--- src/rtl/debounce_pkg.sv ---
// Shared types and helpers for the input debounce/synchronizer block.
package debounce_pkg;

  typedef enum logic [1:0] {
    ST_STABLE_LO = 2'd0,
    ST_CNT_HI    = 2'd1,
    ST_STABLE_HI = 2'd2,
    ST_CNT_LO    = 2'd3
  } state_t;

  // Counter width able to hold 0..n.
  function automatic int unsigned cnt_width(int n);
    return $clog2(n + 1);
  endfunction

endpackage

--- src/rtl/debounce_sync_chain.sv ---
// Plain multi-flop synchronizer for a single asynchronous bit; q is the last flop.
module sync_chain #(
  parameter int unsigned STAGES  = 2,
  parameter bit          RST_VAL = 1'b0
) (
  input  logic clk,
  input  logic rst,
  input  logic d,
  output logic q
);

  logic [STAGES-1:0] sync_q;
  logic [STAGES-1:0] sync_d;

  always_comb begin
    sync_d = {sync_q[STAGES-2:0], d};
  end

  always_ff @(posedge clk or posedge rst) begin
    if (rst) begin
      sync_q <= {STAGES{RST_VAL}};
    end else begin
      sync_q <= sync_d;
    end
  end

  assign q = sync_q[STAGES-1];

endmodule

--- src/rtl/debounce_sync.sv ---
// Synchronizes a raw asynchronous input and only accepts a level change once it has
// been seen for DEBOUNCE_CYCLES consecutive synced samples.
module debounce_sync
  import debounce_pkg::*;
#(
  parameter int unsigned SYNC_STAGES     = 2,
  parameter int unsigned DEBOUNCE_CYCLES = 16,
  parameter bit          RESET_LEVEL     = 1'b0
) (
  input  logic clk,
  input  logic rst,
  input  logic sig_in,
  output logic sig_out,
  output logic busy
);

  localparam int unsigned CntW = cnt_width(DEBOUNCE_CYCLES);
  localparam logic [CntW-1:0] CntOne  = CntW'(1);
  localparam logic [CntW-1:0] CntLast = CntW'(DEBOUNCE_CYCLES - 1);
  localparam state_t ResetState = RESET_LEVEL ? ST_STABLE_HI : ST_STABLE_LO;

  logic            sync_q;
  state_t          state_q, state_d;
  logic [CntW-1:0] cnt_q, cnt_d;
  logic            sig_out_q, sig_out_d;

  sync_chain #(
    .STAGES  (SYNC_STAGES),
    .RST_VAL (RESET_LEVEL)
  ) u_sync_chain (
    .clk (clk),
    .rst (rst),
    .d   (sig_in),
    .q   (sync_q)
  );

  always_ff @(posedge clk or posedge rst) begin
    if (rst) begin
      state_q   <= ResetState;
      cnt_q     <= '0;
      sig_out_q <= RESET_LEVEL;
    end else begin
      state_q   <= state_d;
      cnt_q     <= cnt_d;
      sig_out_q <= sig_out_d;
    end
  end

  always_comb begin
    state_d   = state_q;
    cnt_d     = cnt_q;
    sig_out_d = sig_out_q;
    case (state_q)
      ST_STABLE_LO: begin
        cnt_d = '0;
        if (sync_q) begin
          if (DEBOUNCE_CYCLES == 1) begin
            state_d   = ST_STABLE_HI;
            sig_out_d = 1'b1;
          end else begin
            state_d = ST_CNT_HI;
            cnt_d   = CntOne;
          end
        end
      end
      ST_CNT_HI: begin
        if (!sync_q) begin
          state_d = ST_STABLE_LO;
          cnt_d   = '0;
        end else if (cnt_q == CntLast) begin
          state_d   = ST_STABLE_HI;
          sig_out_d = 1'b1;
          cnt_d     = '0;
        end else begin
          cnt_d = cnt_q + CntOne;
        end
      end
      ST_STABLE_HI: begin
        cnt_d = '0;
        if (!sync_q) begin
          if (DEBOUNCE_CYCLES == 1) begin
            state_d   = ST_STABLE_LO;
            sig_out_d = 1'b0;
          end else begin
            state_d = ST_CNT_LO;
            cnt_d   = CntOne;
          end
        end
      end
      ST_CNT_LO: begin
        if (sync_q) begin
          state_d = ST_STABLE_HI;
          cnt_d   = '0;
        end else if (cnt_q == CntLast) begin
          state_d   = ST_STABLE_LO;
          sig_out_d = 1'b0;
          cnt_d     = '0;
        end else begin
          cnt_d = cnt_q + CntOne;
        end
      end
      // Unreachable encodings fall back to the stable state matching the output.
      default: begin
        state_d = sig_out_q ? ST_STABLE_HI : ST_STABLE_LO;
        cnt_d   = '0;
      end
    endcase
  end

  always_comb begin
    busy = (state_q == ST_CNT_HI) || (state_q == ST_CNT_LO);
  end

  assign sig_out = sig_out_q;

endmodule

--- config.mk ---
export PLATFORM = sky130hd
export DESIGN_NAME = debounce_sync
export DESIGN_NICKNAME = d
export VERILOG_FILES = /design/src/rtl/debounce_pkg.sv /design/src/rtl/debounce_sync_chain.sv /design/src/rtl/debounce_sync.sv
export SDC_FILE = /design/constraint.sdc
export NUM_CORES = 1
export LEC_CHECK = 0
export CORE_MARGIN = 2
export CORE_UTILIZATION = 30
export CTS_CLUSTER_DIAMETER = 60
export CTS_CLUSTER_SIZE = 16
export DETAILED_ROUTE_END_ITERATION = 7
export DONT_BUFFER_PORTS = 1
export HOLD_SLACK_MARGIN = 0.05
export PLACE_DENSITY = 0.48
export SLEW_MARGIN = 15
export SYNTH_ARGS = -nofsm -noshare
export SYNTH_HDL_FRONTEND = slang
export SYNTH_SLANG_ARGS = --single-unit
--- constraint.sdc ---
create_clock -name clk -period 2.3 [get_ports clk]
set_clock_uncertainty 0.1 [all_clocks]
set_input_delay 0 -clock clk [delete_from_list [all_inputs] [get_ports clk]]
set_output_delay 0 -clock clk [all_outputs]
set_load 0.02 [all_outputs]
# [Word level (Yosys, flattened, before mapping)]
# Cells that the tools add are included.
[word_totals] ff_bits=10 inputBits=3 output_inout_bits=2
[classes] eq_ne=12 n_reduce_logical=5 mux=18 n_addsub=1
[op_table] operator="5-bit case mux with 4 select lines" n=1
[op_table] operator="5-bit two-way mux" n=3
[op_table] operator="2-bit two-way mux" n=6
[op_table] operator="2-bit != test, second input constant" n=4
[op_table] operator="2-bit case mux with 4 select lines" n=1
[op_table] operator="1-bit two-way mux" n=6
[op_table] operator="5-bit by 1-bit adder with 5-bit output, second input constant" n=1
[op_table] operator="5-bit by 4-bit == test with 1-bit output, second input constant" n=1
[op_table] operator="5-bit AND reduction" n=1
[op_table] operator="2-bit == test, second input constant" n=2
[op_table] operator="2-bit by 1-bit != test with 1-bit output, second input constant" n=2
[op_table] operator="4-bit AND reduction" n=1
[op_table] operator="3-bit by 2-bit != test with 1-bit output, second input constant" n=1
[op_table] operator="3-bit != test, second input constant" n=1
[op_table] operator="2-bit by 1-bit == test with 1-bit output, second input constant" n=1
[op_table] operator="2-bit zero test" n=1
[op_table] operator="1-bit case mux with 2 select lines" n=1
[op_table] operator="2-bit nonzero test" n=1
[op_table] operator="1-bit logical OR" n=1

# [Longest topological paths before layout]
# Gate-level depths: netlist (run 1).
[logic_depth] ltp_word=4 ltp_mapped=4 depth_no_buf=4

# [By module]
# A second synthesis (run 1) with hierarchy kept.
[hier_totals] hier_cells=35 hier_area_um2=414.1
[by_module_without_submodules] mod="debounce_sync" n_inst=1 area_each_um2=360.3 cells_each=32 seq_area_each_um2=200.2
[by_module_without_submodules] mod="sync_chain" n_inst=1 area_each_um2=53.8 cells_each=3 seq_area_each_um2=50.0

# [Least setup slack after synthesis (run 1)]
# No wires, ideal clock.
[synth_timing] kind="register to register" from="register cnt_q[0]" to="register (tool-made name)" stages_incl_launch_ff=5 setup_time_ps=125 period_less_slack_ps=1439 t_arrival_ps=1214 slack_ps=861 required_time_ps=2075 cell_sequence="dfrtp_1 ha_1 and4b_1 nand2_1 mux2_4"
[synth_lines] element="start: declaration" line_no="debounce_sync.sv:24" text="logic [CntW-1:0] cnt_q, cnt_d;"
[synth_lines] element="start signal: assignment" line_no="debounce_sync.sv:44" text="cnt_q <= cnt_d;"

==> flow_summary_export.csv, run 1 <==
group,metric,value,unit
run_status,outcome,"finished clean",
detailed_routing,vias,280,
yosys,synth_area_leaders,"dfrtp_1 (58%), a21oi_1 (3.5%), nand3_1 (3.5%)",
power,p_sw_share,20.40,%
global_route,antenna_found_initial,0,
power,seqPwrFrac,52.7,%
global_route,grt_pass1_wl,1200,um
yosys,synth_top_area_share,58.31,%
global_route,overflow,0,
critical_path,crit_family,"flip-flops",
cts,cts_hold_buffers,2,
yosys,yosys_warnings,0,
critical_path,regToRegSetupSlack,0.79,ns
timing,rsz0062_at_grt,"no",
critical_path,critical_path.max_fanout,5,
critical_path,critPathRequiredTime,2.35,ns
yosys,syn_inst,38,
detailed_routing,vias_per_cell,4.828,
layout,drive_above_1_share,13.95,%
timing,final_max_slew_viol_count,0,
power,combPwrFrac,4.0,%
critical_path,slowest_stage,"dfrtp_1",
layout,nets,48,
yosys,yosys-top-cells-count,"dfrtp_1 (10), a21oi_1 (3), inv_1 (3), nand2_1 (3), nand3_1 (3)",
yosys,synth-main-ff-cell,"dfrtp_1",
detailed_routing,wl_per_cell,11.16,um
layout,post-route-util,37.99,%
yosys,synth_edf_count,0,
cts,cts.clk_slew.worst_paths,0.06,ns
timing,fmax,0.6605,GHz
place,place.gp.congestion,0.7529,
flow_run,maxCapViolations,0,
floorplan,die_width,41.82,um
critical_path,end_kind,"register",
power,p_leak,0.2370,nW
yosys,synth_area,429.2,um^2
cts,root_buffer,"clkbuf_4",
timing,slew_headroom,74.85,%
power,vdd_drop_max,0.0003806,V
layout,diodes,0,
timing,finalSetupViolCount,0,
yosys,synth_fp_nets,42,
yosys,ys_ff_latch,10,
timing,worst_pin_slew,0.3768,ns
critical_path,worstPathBufferInverterCount,0,
floorplan,die_y,41.82,um
cts,clock_latency,0.26,ns
floorplan,num_io_pins,5,
yosys,synth.avg_cell_area,11.29,um^2
cts,cts_tree,"built",
timing,timing.final.crit_share,65.83,%
global_route,grt_pass1_vias,269,
floorplan,die_area,1749,um^2
power,p_switching,0.07251,mW
layout,fin_area,500.5,um^2
yosys,synth.most_common_cell,"dfrtp_1",
yosys,synth_cell_types,20,
cts,clk_path_buf_depth,2,
yosys,synth_seq_area_share,58.31,%
cts,numCtsBuffers,3,
detailed_routing,drt_iter0_markers,4,
floorplan,initial_utilization,32.57,%
timing,hold_viol,0,
global_route,grt_start_max_net_pins,11,
power,p_int,0.2829,mW
yosys,yosysTopAreaCell,"dfrtp_1",
layout,syn_to_final_growth,16.62,%
detailed_routing,wl,647,um
critical_path,arrival,1.56,ns
timing,tns,0,ns
floorplan,core_area,1318,um^2
timing,whs,0.04330,ns
timing,period_needed,1.514,ns
detailed_routing,drc_errors,0,
power,power_density,710.2,nW/um^2
floorplan,num_rows,13,
cts,post_cts_buffers,0,
place,placed_area,444.2,um^2
place,hpwl,510.4,um
critical_path,crit_type,"reg2reg",
global_route,grt_use_total,9.818,%
cts,cts_sinks,10,
power,pwr-share-clk,43.3,%
hold_path,min_path_type,"in2async",
power,totalPowerFinal,0.3554,mW
detailed_routing,firstDrtPassIters,2,
cts,cts-resized-gates,0,
yosys,async_flop_share,100.0,%
critical_path,cp-start-kind,"register",
detailed_routing,drtAntennaViolNets,0,
critical_path,crit_chain,"ha_1 -> and4b_1 -> nand2_1 -> mux2_4",
cts,h-tree-depth,1,
critical_path,max_stage_delay,0.41,ns
place,numPortBuffers,0,
## layout by cell type, fill, tap and decap left out, types with 2 or more instances in the layout
cell / count
dlygate4sd3_1: 2
nand3_1: 3
a21oi_1: 3
clkbuf_4: 3
inv_1: 3
and3_1: 2
nand2_1: 3
dfrtp_1: 10
## state kept, by name, indices dropped and copies added (netlist names), named ones only
register             cells
sig_out                  1
state_q                  1
cnt_q                    5
u_sync_chain.sync_q      2
## routing by layer
metal  GRT usage [%]  share of wire [%]  vias to the layer above
li1                -                  -                      142
met1           10.96                 48                      131
met2           13.44                 43                        7
met3           8.261                9.6                        0
met4           3.871                  0                        0
met5               0                  0                        -
## final timing paths
kind | endpoint | start | cells after the start
worst min register to register | u_sync_chain.sync_q[1]$_DFF_PP0_ | u_sync_chain.sync_q[0]$_DFF_PP0_ | 0
worst max register to register | register | cnt_q[0]$_DFF_PP0_ | 4
max in group asynchronous | u_sync_chain.sync_q[1]$_DFF_PP0_ | rst | 2
worst min-delay path | sig_out$_DFFE_PP0P_ | rst | 2
worst max-delay path | register | cnt_q[0]$_DFF_PP0_ | 4
min in group clk | u_sync_chain.sync_q[0]$_DFF_PP0_ | sig_in | 1
## worst reg2reg max path: cells and delay by family, from the launching register on
family,cells,cell delay [ns]
AND/OR/NAND/NOR,2,0.32
multiplexers,1,0.30
flip-flops,1,0.41
adder cells (fa/ha/maj),1,0.28
## final cells by class
| cell class | instances | area [um^2] |
|---|---|---|
| fill | 128 | 817.0 |
| sequential | 10 | 250.2 |
| multi-input combinational | 24 | 163.9 |
| clock buffer | 4 | 36.28 |
| timing repair buffer | 2 | 20.02 |
| tap | 15 | 18.77 |
| inverter | 3 | 11.26 |
## cells by family (layout without fill, tap and decap cells)
| group | Yosys count | after routing | share of synthesized area, % |
|---|---|---|---|
| AND/OR/NAND/NOR | 13 | 13 | 17.20 |
| flip-flops | 10 | 10 | 58.31 |
| AO/OA/AOI/OAI | 6 | 6 | 7.871 |
| buffers and inverters | 4 | 9 | 3.498 |
| XOR/XNOR | 2 | 2 | 4.082 |
| multiplexers | 2 | 2 | 6.121 |
| adder cells (fa/ha/maj) | 1 | 1 | 2.915 |
## power groups by stage
stage | Clock, mW | Sequential (mW) | Combinational [mW]
2_1_floorplan | 0 | 0.188 | 0.0113
3_3_place_gp | 0 | 0.190 | 0.0117
3_5_place_dp | 0 | 0.191 | 0.0121
4_1_cts | 0.160 | 0.187 | 0.0147
5_1_grt | 0.174 | 0.188 | 0.0171
6_report | 0.154 | 0.187 | 0.0142
## per-stage QoR
step           setup slack, ns  cells
2_1_floorplan           0.8606     38
3_3_place_gp            0.8085     52
3_5_place_dp            0.7931     52
4_1_cts                 0.7848     58
5_1_grt                 0.7132     58
6_report                0.7860     58
No activity file was read; power rests on OpenSTA's default activity.
==> run 2: changes to the inputs <==
==> constraint.sdc (replaced) <==
create_clock -name clk -period 1.5 [get_ports clk]
set_clock_uncertainty 0.1 [all_clocks]
set_input_delay 0 -clock clk [delete_from_list [all_inputs] [get_ports clk]]
set_output_delay 0 -clock clk [all_outputs]
set_load 0.02 [all_outputs]
==> flow_summary_export.csv, run 2 (synthesized netlist as in run 1, its figures left out) <==
group,metric,value,unit
floorplan,die_area,1749,um^2
detailed_routing,drt_iter0_markers,2,
global_route,grt_pass1_vias,299,
timing,final_max_slew_viol_count,0,
timing,timing.final.crit_share,93.44,%
timing,finalSetupViolCount,0,
detailed_routing,drtAntennaViolNets,0,
timing,worst_pin_slew,0.3817,ns
layout,final_cell_mix,"dfrtp_1 (10), buf_4 (5)",
layout,fill_cells,128,
cts,cts.clk_slew.worst_paths,0.07,ns
layout,nets,53,
layout,largest_register,"cnt_q",
layout,drive_above_1_share,27.08,%
layout,layout_commonest_cell,"dfrtp_1",
layout,seq_area,250.2,um^2
power,p_int,0.4419,mW
place,place.gp.congestion,0.7494,
place,numPortBuffers,0,
power,p_sw_share,22.14,%
power,totalPowerFinal,0.5676,mW
layout,largest_registers,"cnt_q x5, u_sync_chain.sync_q x2",
critical_path,cp-start-kind,"register",
timing,period_needed,1.402,ns
detailed_routing,drc_errors,0,
critical_path,arrival,1.45,ns
cts,numCtsBuffers,3,
global_route,grt_use_total,9.982,%
critical_path,end_kind,"register",
layout,multiInputGateArea,171.4,um^2
detailed_routing,firstDrtPassIters,4,
detailed_routing,wl,810,um
timing,whs,0.04620,ns
floorplan,core_area,1318,um^2
detailed_routing,vias,301,
critical_path,critPathRequiredTime,1.55,ns
critical_path,rr_worst_depth,5,
place,placed_area,459.2,um^2
hold_path,min_path_type,"in2async",
power,combPwrFrac,6.1,%
cts,cts_sinks,10,
floorplan,num_io_pins,5,
place,hpwl,514.2,um
critical_path,r2r-end,"sig_out$_DFFE_PP0P_",
critical_path,crit_type,"reg2reg",
run_status,outcome,"finished clean",
global_route,grt_pass1_wl,1235,um
detailed_routing,vias_per_cell,4.778,
critical_path,reg2reg_from,"cnt_q[1]$_DFF_PP0_",
layout,fin_area,545.5,um^2
timing,hold_viol,0,
cts,cts_tree,"built",
global_route,grt_start_max_net_pins,11,
floorplan,initial_utilization,32.57,%
global_route,overflow,0,
critical_path,regToRegSetupSlack,0.1,ns
floorplan,num_rows,13,
cts,h-tree-depth,1,
power,power_density,1040,nW/um^2
cts,clk_path_buf_depth,2,
timing,slew_headroom,74.53,%
power,seqPwrFrac,50.4,%
flow_run,maxCapViolations,0,
detailed_routing,wl_per_cell,12.86,um
cts,root_buffer,"clkbuf_4",
cts,clock_latency,0.27,ns
power,pwr-share-clk,43.5,%
critical_path,critical_path.max_fanout,4,
layout,syn_to_final_growth,27.11,%
global_route,antenna_found_initial,0,
layout,largest_reg_flops,5,
floorplan,die_y,41.82,um
timing,fmax,0.7135,GHz
floorplan,die_width,41.82,um
power,p_leak,0.2615,nW
layout,post-route-util,41.41,%
power,p_switching,0.1257,mW
timing,rsz0062_at_grt,"no",
layout,diodes,0,
timing,tns,0,ns
power,vdd_drop_max,0.0003857,V
[run 2: cell types whose count changed in the layout (fill, tap and decap cells not counted)]
| cell | delta |
|---|---|
| ha_1 | -1 |
| o21ai_0 | -1 |
| o31ai_2 | +1 |
| o21ai_1 | +1 |
| buf_4 | +5 |
| ha_2 | +1 |
| o31ai_1 | -1 |
[run 2: how the worst max path moves through the flow]
stage                             startpoint  depth (start not counted)                   to
after floorplan           cnt_q[0]$_DFF_PP0_                          4             register
after global placement    cnt_q[1]$_DFF_PP0_                          4             register
after detailed placement  cnt_q[1]$_DFF_PP0_                          4             register
after CTS                 cnt_q[1]$_DFF_PP0_                          4             register
after global routing      cnt_q[1]$_DFF_PP0_                          5  sig_out$_DFFE_PP0P_
final                     cnt_q[1]$_DFF_PP0_                          5  sig_out$_DFFE_PP0P_
[run 2: metrics by stage]
step | setup slack, ns | instances
finish | 0.09841 | 63
global route | 0.006218 | 63
CTS | 0.07958 | 60
detailed placement | 0.08871 | 54
global placement | 0.09331 | 54
floorplan | 0.06062 | 38
[run 2: layout make-up]
type                    count  area share [%]
clock buffers               4           6.651
flip-flops and latches     10           45.87
inverters                   3           2.064
well taps                  15           3.440
multi-input cells          24           31.42
repair buffers              7           10.55
[run 2: critical path, stage by stage (launching register included)]
cell	delay [ns]
dfrtp_1	0.37
ha_2	0.18
buf_4	0.12
nand4b_1	0.17
o31ai_2	0.25
a21oi_1	0.09
[run 2: per-layer routing]
layer  track usage (%)  wire [um]  vias to the layer above
met5                 0          0                        -
met4             9.677         14                        0
met3             2.609         35                        4
met2             13.13        373                        9
met1             12.81        386                      138
li1                  -          -                      150
[run 2: timing repair]
item	4_1_cts	5_1_grt
endpoints found under the hold margin	11	0
hold buffers	2	0
setup buffers	0	3
gates resized for setup	0	3
endpoints found under the setup margin	0	3
[run 2: power groups by stage]
stage          registers, mW  clock network (mW)  logic, mW
3_3_place_gp           0.291                   0     0.0225
5_1_grt                0.287               0.264     0.0393
6_report               0.286               0.247     0.0347
3_5_place_dp           0.291                   0     0.0227
4_1_cts                0.286               0.253     0.0272
2_1_floorplan          0.288                   0     0.0173
